===== src/rtl/ex_mem_skid_stage_pkg.sv =====
// Shared widths and control-state encoding for the EX->MEM skid stage.
// The state encoding doubles as the occupancy count.
package ex_mem_skid_stage_pkg;

   localparam int unsigned DefDataW    = 32;
   localparam int unsigned DefRegAddrW = 5;

   typedef enum logic [1:0] {
      StEmpty = 2'd0,
      StOne   = 2'd1,
      StFull  = 2'd2
   } state_e;

endpackage


===== src/rtl/ex_mem_skid_slot.sv =====
// One held pipeline entry: enable-loaded {data, wen, waddr} with synchronous active-low clear.
module ex_mem_skid_slot #(
   parameter int unsigned DATA_W = 32,
   parameter int unsigned ADDR_W = 5
) (
   input  logic              clk,
   input  logic              clr_n,
   input  logic              load,
   input  logic [DATA_W-1:0] d_data,
   input  logic              d_wen,
   input  logic [ADDR_W-1:0] d_waddr,
   output logic [DATA_W-1:0] q_data,
   output logic              q_wen,
   output logic [ADDR_W-1:0] q_waddr
);

   always_ff @(posedge clk) begin
      if (!clr_n) begin
         q_data  <= '0;
         q_wen   <= 1'b0;
         q_waddr <= '0;
      end else if (load) begin
         q_data  <= d_data;
         q_wen   <= d_wen;
         q_waddr <= d_waddr;
      end
   end

endmodule


===== src/rtl/ex_mem_skid_stage.sv =====
// Elastic EX->MEM stage: head entry M drives MEM and the forwarding tap, skid entry S
// absorbs the one beat that arrives while a registered in_ready is still high.
module ex_mem_skid_stage
   import ex_mem_skid_stage_pkg::*;
#(
   parameter int unsigned DATA_W          = DefDataW,
   parameter int unsigned ADDR_W          = DefRegAddrW,
   parameter int unsigned KILL_ZERO_WRITE = 1,
   parameter int unsigned REGISTER_READY  = 1
) (
   input  logic              clk,
   input  logic              rst,
   input  logic              flush,
   input  logic              in_valid,
   output logic              in_ready,
   input  logic [DATA_W-1:0] in_data,
   input  logic              in_wen,
   input  logic [ADDR_W-1:0] in_waddr,
   output logic              out_valid,
   input  logic              out_ready,
   output logic [DATA_W-1:0] out_data,
   output logic              out_wen,
   output logic [ADDR_W-1:0] out_waddr,
   output logic              fwd_wen,
   output logic [ADDR_W-1:0] fwd_waddr,
   output logic [DATA_W-1:0] fwd_data,
   output logic [1:0]        occupancy
);

   state_e state_q, state_d;
   logic   in_ready_q;
   logic   accept, issue;
   logic   load_m, load_s, m_from_s;
   logic   cap_wen;
   logic   slot_clr_n;

   logic [DATA_W-1:0] m_data, s_data, m_d_data;
   logic              m_wen, s_wen, m_d_wen;
   logic [ADDR_W-1:0] m_waddr, s_waddr, m_d_waddr;

   assign out_valid = (state_q != StEmpty);
   assign in_ready  = (REGISTER_READY != 0) ? in_ready_q
                                            : (rst & (!out_valid | out_ready));
   assign accept    = in_valid & in_ready;
   assign issue     = out_valid & out_ready;

   // Write-enable to x0 is meaningless, so it is dropped before it is stored.
   assign cap_wen    = in_wen & ((KILL_ZERO_WRITE == 0) || (in_waddr != '0));
   assign slot_clr_n = rst & ~flush;

   always_comb begin
      state_d  = state_q;
      load_m   = 1'b0;
      load_s   = 1'b0;
      m_from_s = 1'b0;
      case (state_q)
         StEmpty: begin
            if (accept) begin
               state_d = StOne;
               load_m  = 1'b1;
            end
         end
         StOne: begin
            if (accept && !issue) begin
               state_d = StFull;
               load_s  = 1'b1;
            end else if (accept && issue) begin
               load_m = 1'b1;
            end else if (issue) begin
               state_d = StEmpty;
            end
         end
         StFull: begin
            if (issue) begin
               state_d  = StOne;
               load_m   = 1'b1;
               m_from_s = 1'b1;
            end
         end
         default: state_d = StEmpty;
      endcase
      if (flush) begin
         state_d = StEmpty;
         load_m  = 1'b0;
         load_s  = 1'b0;
      end
   end

   always_ff @(posedge clk) begin
      if (!rst) begin
         state_q    <= StEmpty;
         in_ready_q <= 1'b0;
      end else begin
         state_q    <= state_d;
         in_ready_q <= (state_d != StFull);
      end
   end

   always_comb begin
      m_d_data  = in_data;
      m_d_wen   = cap_wen;
      m_d_waddr = in_waddr;
      if (m_from_s) begin
         m_d_data  = s_data;
         m_d_wen   = s_wen;
         m_d_waddr = s_waddr;
      end
   end

   ex_mem_skid_slot #(
      .DATA_W (DATA_W),
      .ADDR_W (ADDR_W)
   ) u_slot_m (
      .clk     (clk),
      .clr_n   (slot_clr_n),
      .load    (load_m),
      .d_data  (m_d_data),
      .d_wen   (m_d_wen),
      .d_waddr (m_d_waddr),
      .q_data  (m_data),
      .q_wen   (m_wen),
      .q_waddr (m_waddr)
   );

   ex_mem_skid_slot #(
      .DATA_W (DATA_W),
      .ADDR_W (ADDR_W)
   ) u_slot_s (
      .clk     (clk),
      .clr_n   (slot_clr_n),
      .load    (load_s),
      .d_data  (in_data),
      .d_wen   (cap_wen),
      .d_waddr (in_waddr),
      .q_data  (s_data),
      .q_wen   (s_wen),
      .q_waddr (s_waddr)
   );

   assign out_data  = m_data;
   assign out_wen   = m_wen & out_valid;
   assign out_waddr = m_waddr;
   assign fwd_wen   = out_wen;
   assign fwd_waddr = out_waddr;
   assign fwd_data  = out_data;
   assign occupancy = state_q;

endmodule


===== config.mk =====
export PLATFORM = sky130hd
export DESIGN_NAME = ex_mem_skid_stage
export DESIGN_NICKNAME = d
export VERILOG_FILES = /design/src/rtl/ex_mem_skid_stage_pkg.sv /design/src/rtl/ex_mem_skid_slot.sv /design/src/rtl/ex_mem_skid_stage.sv
export SDC_FILE = /design/constraint.sdc
export NUM_CORES = 1
export LEC_CHECK = 0
export ABC_AREA = 1
export CORE_AREA = 2 2 128 130
export CTS_CLUSTER_DIAMETER = 60
export CTS_CLUSTER_SIZE = 24
export DETAILED_ROUTE_END_ITERATION = 10
export DIE_AREA = 0 0 130 132
export SETUP_SLACK_MARGIN = 0.4
export SKIP_CTS_REPAIR_TIMING = 1
export SLEW_MARGIN = 20
export SYNTH_ARGS = -nofsm -noshare
export SYNTH_HDL_FRONTEND = slang
export SYNTH_SLANG_ARGS = --single-unit
export TNS_END_PERCENT = 50

===== constraint.sdc =====
create_clock -name clk -period 1.2 [get_ports clk]
set_input_delay 0.24 -clock clk [delete_from_list [all_inputs] [get_ports clk]]
set_output_delay 0.24 -clock clk [all_outputs]
set_load 0.02 [all_outputs]

==> impl_metrics.py <==
metrics = {
    "global_route": {
        "grt_pass1_vias": 3018,
        "grt_antenna_before_repair": 0,
        "grt_first_pass_wirelength_mm": 14.3,
        "overflow": 0,
        "grtUsageTotal": 0.105,
        "grt_max_degree": 45,
    },
    "finish": {
        "fin_util": 0.384,
        "antenna_cells": 0,
        "syn_to_final_growth_pct": 61.0,
        "stdcell_count": 892,
        "n_fill_cell": 1606,
        "nNetsFinal": 714,
        "fin_area_um2": 6030,
        "layout-drive-gt1-share": 0.327,
    },
    "floorplan": {
        "num_rows": 46,
        "die_h_um": 132,
        "start_util": 0.238,
        "die-width_um": 130,
        "coreArea_um2": 15700,
        "ioPinCount": 123,
        "dieArea_um2": 17200,
    },
    "placement": {
        "dpl.hpwl_mm": 5.84,
        "gp_congestion": 0.820,
        "placed_area_um2": 5130,
        "place_inst": 857,
        "portBuffers": 122,
    },
    "clocking": {
        "cts.clk_slew.worst_paths_ps": 60,
        "cts_made_buffers": 9,
        "clk_path_buf_depth": 2,
        "clock-sinks": 79,
        "tritoncts": "done",
        "cts_root_buf": "clkbuf_16",
        "htreeDepth": 3,
        "worstSkewPairLatency_ps": 340,
    },
    "pwr": {
        "power_density_nw_per_um2": 989,
        "pwr-share-clk": 0.421,
        "leakage_uw": 0.00265,
        "combPwrFrac": 0.129,
        "vdd_ir_drop_max_v": 0.000743,
        "power.internal_uw": 4500,
        "switching_share": 0.244,
        "p_seq_frac": 0.450,
        "power_uw": 5960,
        "switching_power_uw": 1450,
    },
    "worst_setup_path": {
        "worstSetupStartpointType": "flip-flop",
        "crit_required_ps": 1470,
        "r2r_start": "occupancy[1]",
        "arrival_ps": 1640,
        "worstPathMaxFanout": 11,
        "r2r_slack_ps": -170,
        "path_class": "flip-flop to flip-flop",
        "reg2reg_to": "u_slot_s.q_data[26]",
        "end_kind": "flip-flop",
        "r2r_cells": 8,
    },
    "logic_synthesis": {
        "syn_area_um2": 3740,
        "avgSynthCellArea_um2": 6.65,
        "ys.warnings.count": 0,
        "synth_seq_cells": 79,
        "synthCells": 563,
        "ys_seq_area_frac": 0.423,
        "netlist-cell-type-count": 15,
        "syn_nets": 606,
    },
    "min_path": {
        "holdPathEnd": "u_slot_s.q_data[4]",
        "hold_depth": 2,
        "hp-class": "flip-flop to flip-flop",
        "min-delay-start": "u_slot_s.q_data[4]",
    },
    "sta": {
        "rsz0062_at_grt": "true",
        "fin_crit_sh": 1.14,
        "setup_viol": 79,
        "fmax_mhz": 728,
        "fin_ws_ps": -173,
        "drv_slew": 0,
        "hold_viol_final": 0,
        "tightest_slew_ps": 251,
        "clock_skew_ps": 10.4,
        "relSlewSlack": 0.832,
        "period_needed_ps": 1370,
    },
    "detailed_routing": {
        "wire_per_inst_um": 11.8,
        "drtPass1Iterations": 4,
        "vias": 3579,
        "route.detailed.drc": 0,
        "drt-total-wl_mm": 10.6,
        "routed_via_density": 4.01,
        "antenna_left": 0,
        "drt-initial-drc-count": 112,
    },
    "job": {
        "max_cap_violations": 0,
    },
    "outcome": {
        "violations": "setup timing",
        "outcome": "finished with violations",
    },
}
area by class of cell:
| cell class | instances | area (um^2) | share of cell area |
|---|---|---|---|
| clock buffer | 15 | 258 | 0.0428 |
| sequential | 79 | 1650 | 0.274 |
| timing repair buffer | 167 | 1920 | 0.319 |
| inverter | 81 | 309 | 0.0513 |
| multi-input combinational | 333 | 1610 | 0.267 |
| clock inverter | 1 | 5.00 | 0.000831 |
| tap | 216 | 270 | 0.0449 |
worst max-delay path: stages (launching register included):
cell and delay (ps):
dfxtp_4 360, inv_4 80, buf_6 100, nand2_4 50, nor2_4 140, nand2_8 120
buf_12 170, buf_4 130, a21oi_1 120
synthesized netlist by cell type:
cell type / number / area, um^2
nand2_1: 124 / 465
nor2_1: 84 / 315
inv_1: 80 / 300
dfxtp_1: 79 / 1580
o21ai_0: 72 / 360
buf_4: 44 / 330
a21oi_1: 42 / 210
buf_2: 14 / 70.1
clkbuf_1: 12 / 45.0
nand3_1: 4 / 20.0
o21ai_1: 4 / 20.0
a21boi_0: 1 / 7.51
inv_2: 1 / 3.75
nand2_2: 1 / 6.26
nand4_1: 1 / 6.26
per-layer routing:
| layer | global-route usage | routed length [um] |
|---|---|---|
| met1 | 0.129 | 4870 |
| met2 | 0.162 | 4920 |
| met3 | 0.0434 | 629 |
| met4 | 0.0412 | 153 |
| met5 | 0 | 0 |
stage by stage:
| stage | setup WS (ps) | hold slack [ps] | setup TNS [ps] |
|---|---|---|---|
| detailed placement | -432 | 437 | -30130 |
| global placement | -409 | 433 | -28530 |
| floorplan | -38.6 | 400 | -1640 |
| global route | -236 | 458 | -15380 |
| finish | -173 | 443 | -9460 |
| CTS | -606 | 446 | -39710 |
state kept, by name, indices dropped and copies added (netlist names):
name / count
occupancy: 2
u_slot_m.q_wen: 1
u_slot_s.q_wen: 1
u_slot_s.q_data: 32
u_slot_s.q_waddr: 5
u_slot_m.q_waddr: 5
u_slot_m.q_data: 32
in_ready: 1
power groups by stage:
stage	logic [uW]	registers, uW	clock network [uW]
floorplan	322	2770	0
global placement	694	2740	0
detailed placement	695	2740	0
CTS	699	2680	2600
global route	845	2690	2680
finish	766	2680	2510
cells by family (layout without fill, tap and decap cells):
family / Yosys count / after routing / synth area share
buffers and inverters: 151 / 264 / 0.200
and+or+nand+nor: 214 / 214 / 0.217
DFF: 79 / 79 / 0.423
AOI/OAI and AO/OA: 119 / 119 / 0.160
cells in the final DEF, fill, tap and decap left out, types with 5 or more instances in the layout:
| master | instances |
|---|---|
| o21ai_2 | 25 |
| clkbuf_16 | 18 |
| o21ai_1 | 38 |
| dfxtp_1 | 41 |
| nor2_1 | 80 |
| dfxtp_4 | 9 |
| nand2_1 | 115 |
| inv_1 | 78 |
| buf_4 | 27 |
| nand2_2 | 7 |
| buf_6 | 79 |
| clkbuf_1 | 5 |
| o21ai_0 | 13 |
| clkdlybuf4s50_1 | 42 |
| dfxtp_2 | 29 |
| buf_12 | 9 |
| a21oi_1 | 40 |
worst max-delay path by stage:
| stage | startpoint | cells past startpoint | end | slack, ps |
|---|---|---|---|---|
| floorplan | occupancy[1] | 6 | u_slot_m.q_data[12] | -40 |
| global placement | in_valid | 7 | u_slot_s.q_data[13] | -410 |
| detailed placement | in_valid | 7 | u_slot_s.q_data[10] | -430 |
| CTS | occupancy[1] | 3 | fwd_wen | -610 |
| global route | occupancy[1] | 8 | u_slot_s.q_data[26] | -240 |
| finish | occupancy[1] | 8 | u_slot_s.q_data[26] | -170 |
(Power assumes the default switching activity.)
